<file path="config.mk">
export PLATFORM = sky130hd
export DESIGN_NAME = adder_tree_sched
export DESIGN_NICKNAME = d
export VERILOG_FILES = /design/src/rtl/adder_tree_sched.sv
export SDC_FILE = /design/constraint.sdc
export NUM_CORES = 1
export LEC_CHECK = 0
export BUFFER_PORTS_ARGS = -buffer_cell sky130_fd_sc_hd__buf_2
export CORE_AREA = 2 2 232 234
export CTS_BUF_LIST = sky130_fd_sc_hd__clkbuf_2 sky130_fd_sc_hd__clkbuf_4 sky130_fd_sc_hd__clkbuf_8
export DETAILED_ROUTE_END_ITERATION = 16
export DIE_AREA = 0 0 234 236
export PLACE_DENSITY = 0.36
export SYNTH_ARGS = -nofsm -noshare
export SYNTH_HDL_FRONTEND = slang
export SYNTH_SLANG_ARGS = --single-unit
</file>
<file path="constraint.sdc">
create_clock -name clk -period 7.85 [get_ports clk]
set_input_delay 0 -clock clk [delete_from_list [all_inputs] [get_ports clk]]
set_output_delay 0 -clock clk [all_outputs]
set_load 0.01 [all_outputs]
</file>
<file path="src/rtl/adder_tree_sched.sv">
// Sequencer for the pipelined adder tree: feeds chunks of a dot-product job into the tree,
// tracks them through its latency with a valid shift register and accumulates the per-chunk sums.
module adder_tree_sched #(
    parameter int WIDTH     = 32,
    parameter int INPUT_NUM = 8,
    parameter int TREE_LAT  = $clog2(INPUT_NUM),
    parameter int CNT_W     = 16
) (
    input  logic                                 clk,
    input  logic                                 rst,
    input  logic                                 start,
    input  logic [CNT_W-1:0]                     cfg_chunks,
    output logic                                 busy,
    input  logic                                 in_valid,
    output logic                                 in_ready,
    input  logic [INPUT_NUM-1:0][WIDTH-1:0]      in_data,
    output logic [INPUT_NUM-1:0][WIDTH-1:0]      tree_in,
    output logic                                 tree_in_valid,
    input  logic [WIDTH-1:0]                     tree_res,
    output logic                                 out_valid,
    input  logic                                 out_ready,
    output logic [WIDTH-1:0]                     out_data
);

    typedef enum logic [1:0] {
        IDLE  = 2'd0,
        FEED  = 2'd1,
        DRAIN = 2'd2,
        OUT   = 2'd3
    } state_e;

    state_e                state_q, state_d;
    logic [CNT_W-1:0]      rem_q, rem_d;
    logic [WIDTH-1:0]      acc_q, acc_d;
    logic [TREE_LAT-1:0]   vld_pipe_q, vld_pipe_d;
    logic                  hs;
    logic                  start_ok;

    if (TREE_LAT < 1) begin : g_bad_lat
        $error("adder_tree_sched: TREE_LAT must be at least 1");
    end

    // Accumulation wraps modulo 2^WIDTH by construction.
    function automatic logic [WIDTH-1:0] wrap_add(input logic [WIDTH-1:0] a,
                                                  input logic [WIDTH-1:0] b);
        return a + b;
    endfunction

    assign in_ready      = (state_q == FEED);
    assign hs            = in_valid && in_ready;
    assign tree_in       = in_data;
    assign tree_in_valid = hs;
    assign busy          = (state_q != IDLE);
    assign out_valid     = (state_q == OUT);
    assign out_data      = acc_q;

    // Valid bit travels alongside each chunk for exactly the tree latency.
    if (TREE_LAT == 1) begin : g_pipe_one
        assign vld_pipe_d = hs;
    end else begin : g_pipe_many
        assign vld_pipe_d = {vld_pipe_q[TREE_LAT-2:0], hs};
    end

    always_comb begin
        state_d  = state_q;
        rem_d    = rem_q;
        start_ok = 1'b0;
        unique case (state_q)
            IDLE: begin
                if (start) begin
                    start_ok = 1'b1;
                    if (cfg_chunks != '0) begin
                        rem_d   = cfg_chunks;
                        state_d = FEED;
                    end else begin
                        state_d = OUT;
                    end
                end
            end
            FEED: begin
                if (hs) begin
                    rem_d = rem_q - CNT_W'(1);
                    if (rem_q == CNT_W'(1)) begin
                        state_d = DRAIN;
                    end
                end
            end
            DRAIN: begin
                if (vld_pipe_q == '0) begin
                    state_d = OUT;
                end
            end
            OUT: begin
                if (out_ready) begin
                    state_d = IDLE;
                end
            end
            default: state_d = IDLE;
        endcase
    end

    // A new job clears the accumulator; the pipe is always empty in IDLE so the two never collide.
    always_comb begin
        acc_d = acc_q;
        if (start_ok) begin
            acc_d = '0;
        end else if (vld_pipe_q[TREE_LAT-1]) begin
            acc_d = wrap_add(acc_q, tree_res);
        end
    end

    always_ff @(posedge clk or negedge rst) begin
        if (!rst) begin
            state_q    <= IDLE;
            rem_q      <= '0;
            acc_q      <= '0;
            vld_pipe_q <= '0;
        end else begin
            state_q    <= state_d;
            rem_q      <= rem_d;
            acc_q      <= acc_d;
            vld_pipe_q <= vld_pipe_d;
        end
    end

endmodule

</file>
# --- After elaboration in Yosys (flattened, before gate mapping) ---
# Index checks and enable logic that the tools add are counted.
word_totals:
  regBits: 53
classes:
  n_eq_ne: 10
  addsub: 2
  n_reduce_logical: 9
  n_mux: 15
op_table:
  columns: ["operator", "n"]
  rows:
  - ["$mux W32", 2]
  - ["$mux W16", 3]
  - ["$add A32 B32 Y32", 1]
  - ["$pmux W16 S2", 1]
  - ["$eq A16 B1 Y1 const B", 1]
  - ["$reduce_bool A16 Y1", 1]
  - ["$sub A16 B1 Y16 const B", 1]
  - ["$mux W2", 6]
  - ["$pmux W2 S4", 1]
  - ["$ne A2 B1 Y1 const B", 3]
  - ["$ne A2 B2 Y1 const B", 3]
  - ["$reduce_bool A2 Y1", 3]
  - ["$reduce_and A5 Y1", 1]
  - ["$eq A2 B2 Y1 const B", 2]
  - ["$reduce_and A4 Y1", 1]
  - ["$logic_not A3 Y1", 1]
  - ["$eq A2 B1 Y1 const B", 1]
  - ["$logic_not A2 Y1", 1]
  - ["$mux W1", 2]
  - ["$logic_and A1 B1 Y1", 1]

# --- Depth between registers and ports, before layout ---
logic_depth:
  word_depth: 4
  mapped_depth: 10

# --- Worst setup path after synthesis ---
# Ideal clock, no wire load.
synth_path:
  path_kind: "register -> register"
  startpoint: "reg acc_q[0] (netlist: out_data[0])"
  endpoint: "reg acc_q[26] (netlist: out_data[26])"
  required_ps: 7781
  n_path_buf: 0
  stages_incl_launch_ff: 11
  arrival_time_ps: 2502
  slack_ps: 5279
  path_cell_list: "dfrtp_1 -> ha_1 -> fa_1 -> a211oi_1 -> o21ai_0 -> nand4_1 -> a21oi_1 -> o21ai_1 -> a21oi_1 -> or3_1 -> nand3_1"
synth_between:
  elab_chain_len: 3
synth_lines:
  columns: ["element", "line", "source"]
  rows:
  - ["from (decl)", "34", "logic [WIDTH-1:0] acc_q, acc_d;"]
  - ["from (signal assigned)", "116", "acc_q <= '0;"]
  - ["from (signal assigned)", "121", "acc_q <= acc_d;"]
  - ["$add A32 B32 Y32", "46", "return a + b;"]
  - ["$mux W32", "107", "end else if (vld_pipe_q[TREE_LAT-1]) begin"]
  - ["$mux W32", "105", "if (start_ok) begin"]
# Every way passes these cells. The select of a mux whose other input is x is not followed.
# A chain may end at the register's enable or synchronous reset.

# --- Worst setup path after layout ---
# Same ends and word-level chain as after synthesis.

==> impl_metrics.toml <==
[setup_path]
startpoint = "out_data[0]"
end_kind = "register"
slowest_stage = "fa_1"
endpoint = "out_data[26]"
crit_required_ns = 8.13
critPathMaxFanout = 5
reg2reg_setup_slack_ns = 4.90
cp_cell_sequence = "ha_1 -> fa_1 -> a211oi_1 -> o21ai_0 -> nand4_1 -> a21oi_1 -> o21ai_1 -> a21oi_1 -> or3_1 -> nand3_1"
arrival_ns = 3.22
worstReg2RegEnd = "out_data[26]"
cpPeakStageDelay_ns = 0.43
critPathMostFrequentCell = "a21oi_1"
r2r_cells = 10
worstSetupPathType = "register to register"
rr_startpoint = "out_data[0]"
startpoint_type = "register"

[routing]
dr.pass1.iters = 4
via_per_inst = 3.56
ant_nets = 0
routedWlPerCell_um = 17.5
vias = 4667
drc = 0
routed_wl_mm = 22.9
drt_iter0_drc = 186

[yosys]
netlist_top_cells_area = "buf_4, dfrtp_1, ha_1"
async_reset_ff_frac = 1.00
synth_cells = 775
synth_top_cell_area_share = 0.311
ys_types = 57
avgSynthCellArea_um2 = 7.98
ys_seq_area_frac = 0.214
ys.flop_type = "dfrtp_1"
synth_edf_count = 0
syn-cell-area_mm2 = 0.00619
ys_ff_latch = 53
ys_warn_count = 0
syn-num-nets = 1123
yosysTopAreaCell = "buf_4"

[die]
die_x_um = 234
die_h_um = 236
num_rows = 85
die_area_mm2 = 0.0552
initial_utilization = 0.117
io_pins = 601
core_mm2 = 0.0531

[timing]
setup_viol = 0
relSlewSlack = 0.331
fin_skew_ns = 0.0269
post-route-min-period_ns = 2.95
setup_tns_ns = 0
grt_setup_unrepaired = "false"
fin_crit_sh = 0.375
holdWs_ns = 0.00000282
max_freq_mhz = 339
maxSlewViolCount = 0
worst_slew_pin_slew_ns = 1.00
hold_viol = 0

[pwr]
p_leak_nw = 2.38
ir_drop_mv = 0.116
p_per_area_mw_per_mm2 = 329
power_mw = 1.91

[clock_network]
h-tree-depth = 2
clkSinkCount = 53
cts_buffer_depth = 2
cts_resized = 0
numCtsBuffers = 5
ctsHoldBuffers = 17
post_cts_buffers = 0
cts_tree = "done"
root_buffer = "clkbuf_8"
clock_latency_ns = 0.34
cts.clk_slew.worst_paths_ns = 0.12

[grt]
grt_pass1_wl_mm = 32.1
grt_pass1_vias = 4661
grt_max_degree = 54
groute.usage.overall = 0.0799
grt_remaining_overflow = 0
antenna_found_initial = 9

[layout]
final_core_util = 0.109
final_area_mm2 = 0.00579
diodes = 0
nets = 962
synthToLayoutAreaGrowth_pct = -6.41
drive_above_1_share = 0.177

[worst_hold_path]
hold_class = "input pin to output pin"

[placement]
place_area_mm2 = 0.00552
gp_congestion = 0.744
hpwl_mm = 18.6
io_buffers = 88

[outcome]
outcome = "complete, no violations"

[flow_run]
drv_cap = 0
[per-layer routing]
metal / routed length, um / up-vias / GRT usage
li1: - / 2126 / -
met4: 1840 / 2 / 0.0585
met5: 13 / - / 0
met2: 10600 / 240 / 0.131
met1: 8060 / 2153 / 0.0802
met3: 2410 / 146 / 0.0347
[area by class of cell]
| type | count | area, um^2 |
|---|---|---|
| Clock buffer | 5 | 68.8 |
| Clock inverter | 3 | 28.8 |
| Fill cell | 6137 | 47300 |
| Inverter | 15 | 56.3 |
| Multi-Input combinational cell | 431 | 2810 |
| Sequential cell | 53 | 1330 |
| Tap cell | 696 | 871 |
| Timing Repair Buffer | 108 | 633 |
[critical path: cells and delay by family, from the launching register on]
kind	cells	cell delay (ns)
AO/OA/AOI/OAI	5	1.18
flip-flops	1	0.41
AND/OR/NAND/NOR	3	0.68
adder cells (fa/ha/maj)	2	0.64
[logic make-up after synthesis]
logic type,after synthesis,synth area share
and+or+nand+nor,187,0.155
muxes,17,0.0275
adders and majority gates,39,0.0801
buffers and inverters,291,0.332
DFF,53,0.214
AOI/OAI and AO/OA,170,0.166
xor gates and xnor gates,18,0.0255
[state kept, by name, summed over array words and instances (netlist names)]
name and cells:
state_q 2, vld_pipe_q 3, rem_q 16, out_data 32
[cell usage in the layout (no fill, tap or decap), types with 16 or more instances in the layout]
master | synthesis | layout
buf_2 | 1 | 88
a21oi_1 | 60 | 60
dfrtp_1 | 53 | 52
nand2_1 | 44 | 44
o21ai_0 | 41 | 41
nor2_1 | 40 | 40
ha_1 | 38 | 38
nand3_1 | 26 | 26
mux2i_1 | 17 | 17
a21o_1 | 17 | 17
dlygate4sd3_1 | 0 | 17
o22ai_1 | 16 | 16
[where the power goes]
group          switching, mW  internal [mW]
Sequential             0.141          0.396
Combinational          0.704          0.476
Clock                  0.121         0.0674
[worst min-delay path by stage]
stage	cells past startpoint	end	start
floorplan	0	out_data[0]	rst
global placement	0	tree_in[0]	in_data[0]
detailed placement	0	tree_in[0]	in_data[0]
CTS	0	tree_in[0]	in_data[0]
global route	0	tree_in[213]	in_data[213]
finish	0	tree_in[62]	in_data[62]
[cell usage after synthesis (all sizes together) (5+ instances only)]
master and count:
and2 5, a21o 17, a211oi 6, nor4 10, nor2b 7, ha 38
dfrtp 53, a21oi 60, nor3b 7, inv 14, nor2 40, clkbuf 17
nand3b 6, nor3 15, o22ai 16, xor2 7, xnor2 11, mux2i 17
nand2 44, or3 6, o21ai 42, nand3 26, buf 259, nand4 7
[per-stage QoR]
stage	setup WS [ns]	instances
finish	4.90	1311
global route	4.70	1311
CTS	4.88	1311
detailed placement	4.89	1286
global placement	4.92	1286
floorplan	5.28	775
Note: power is estimated with default switching activity, not from simulation.
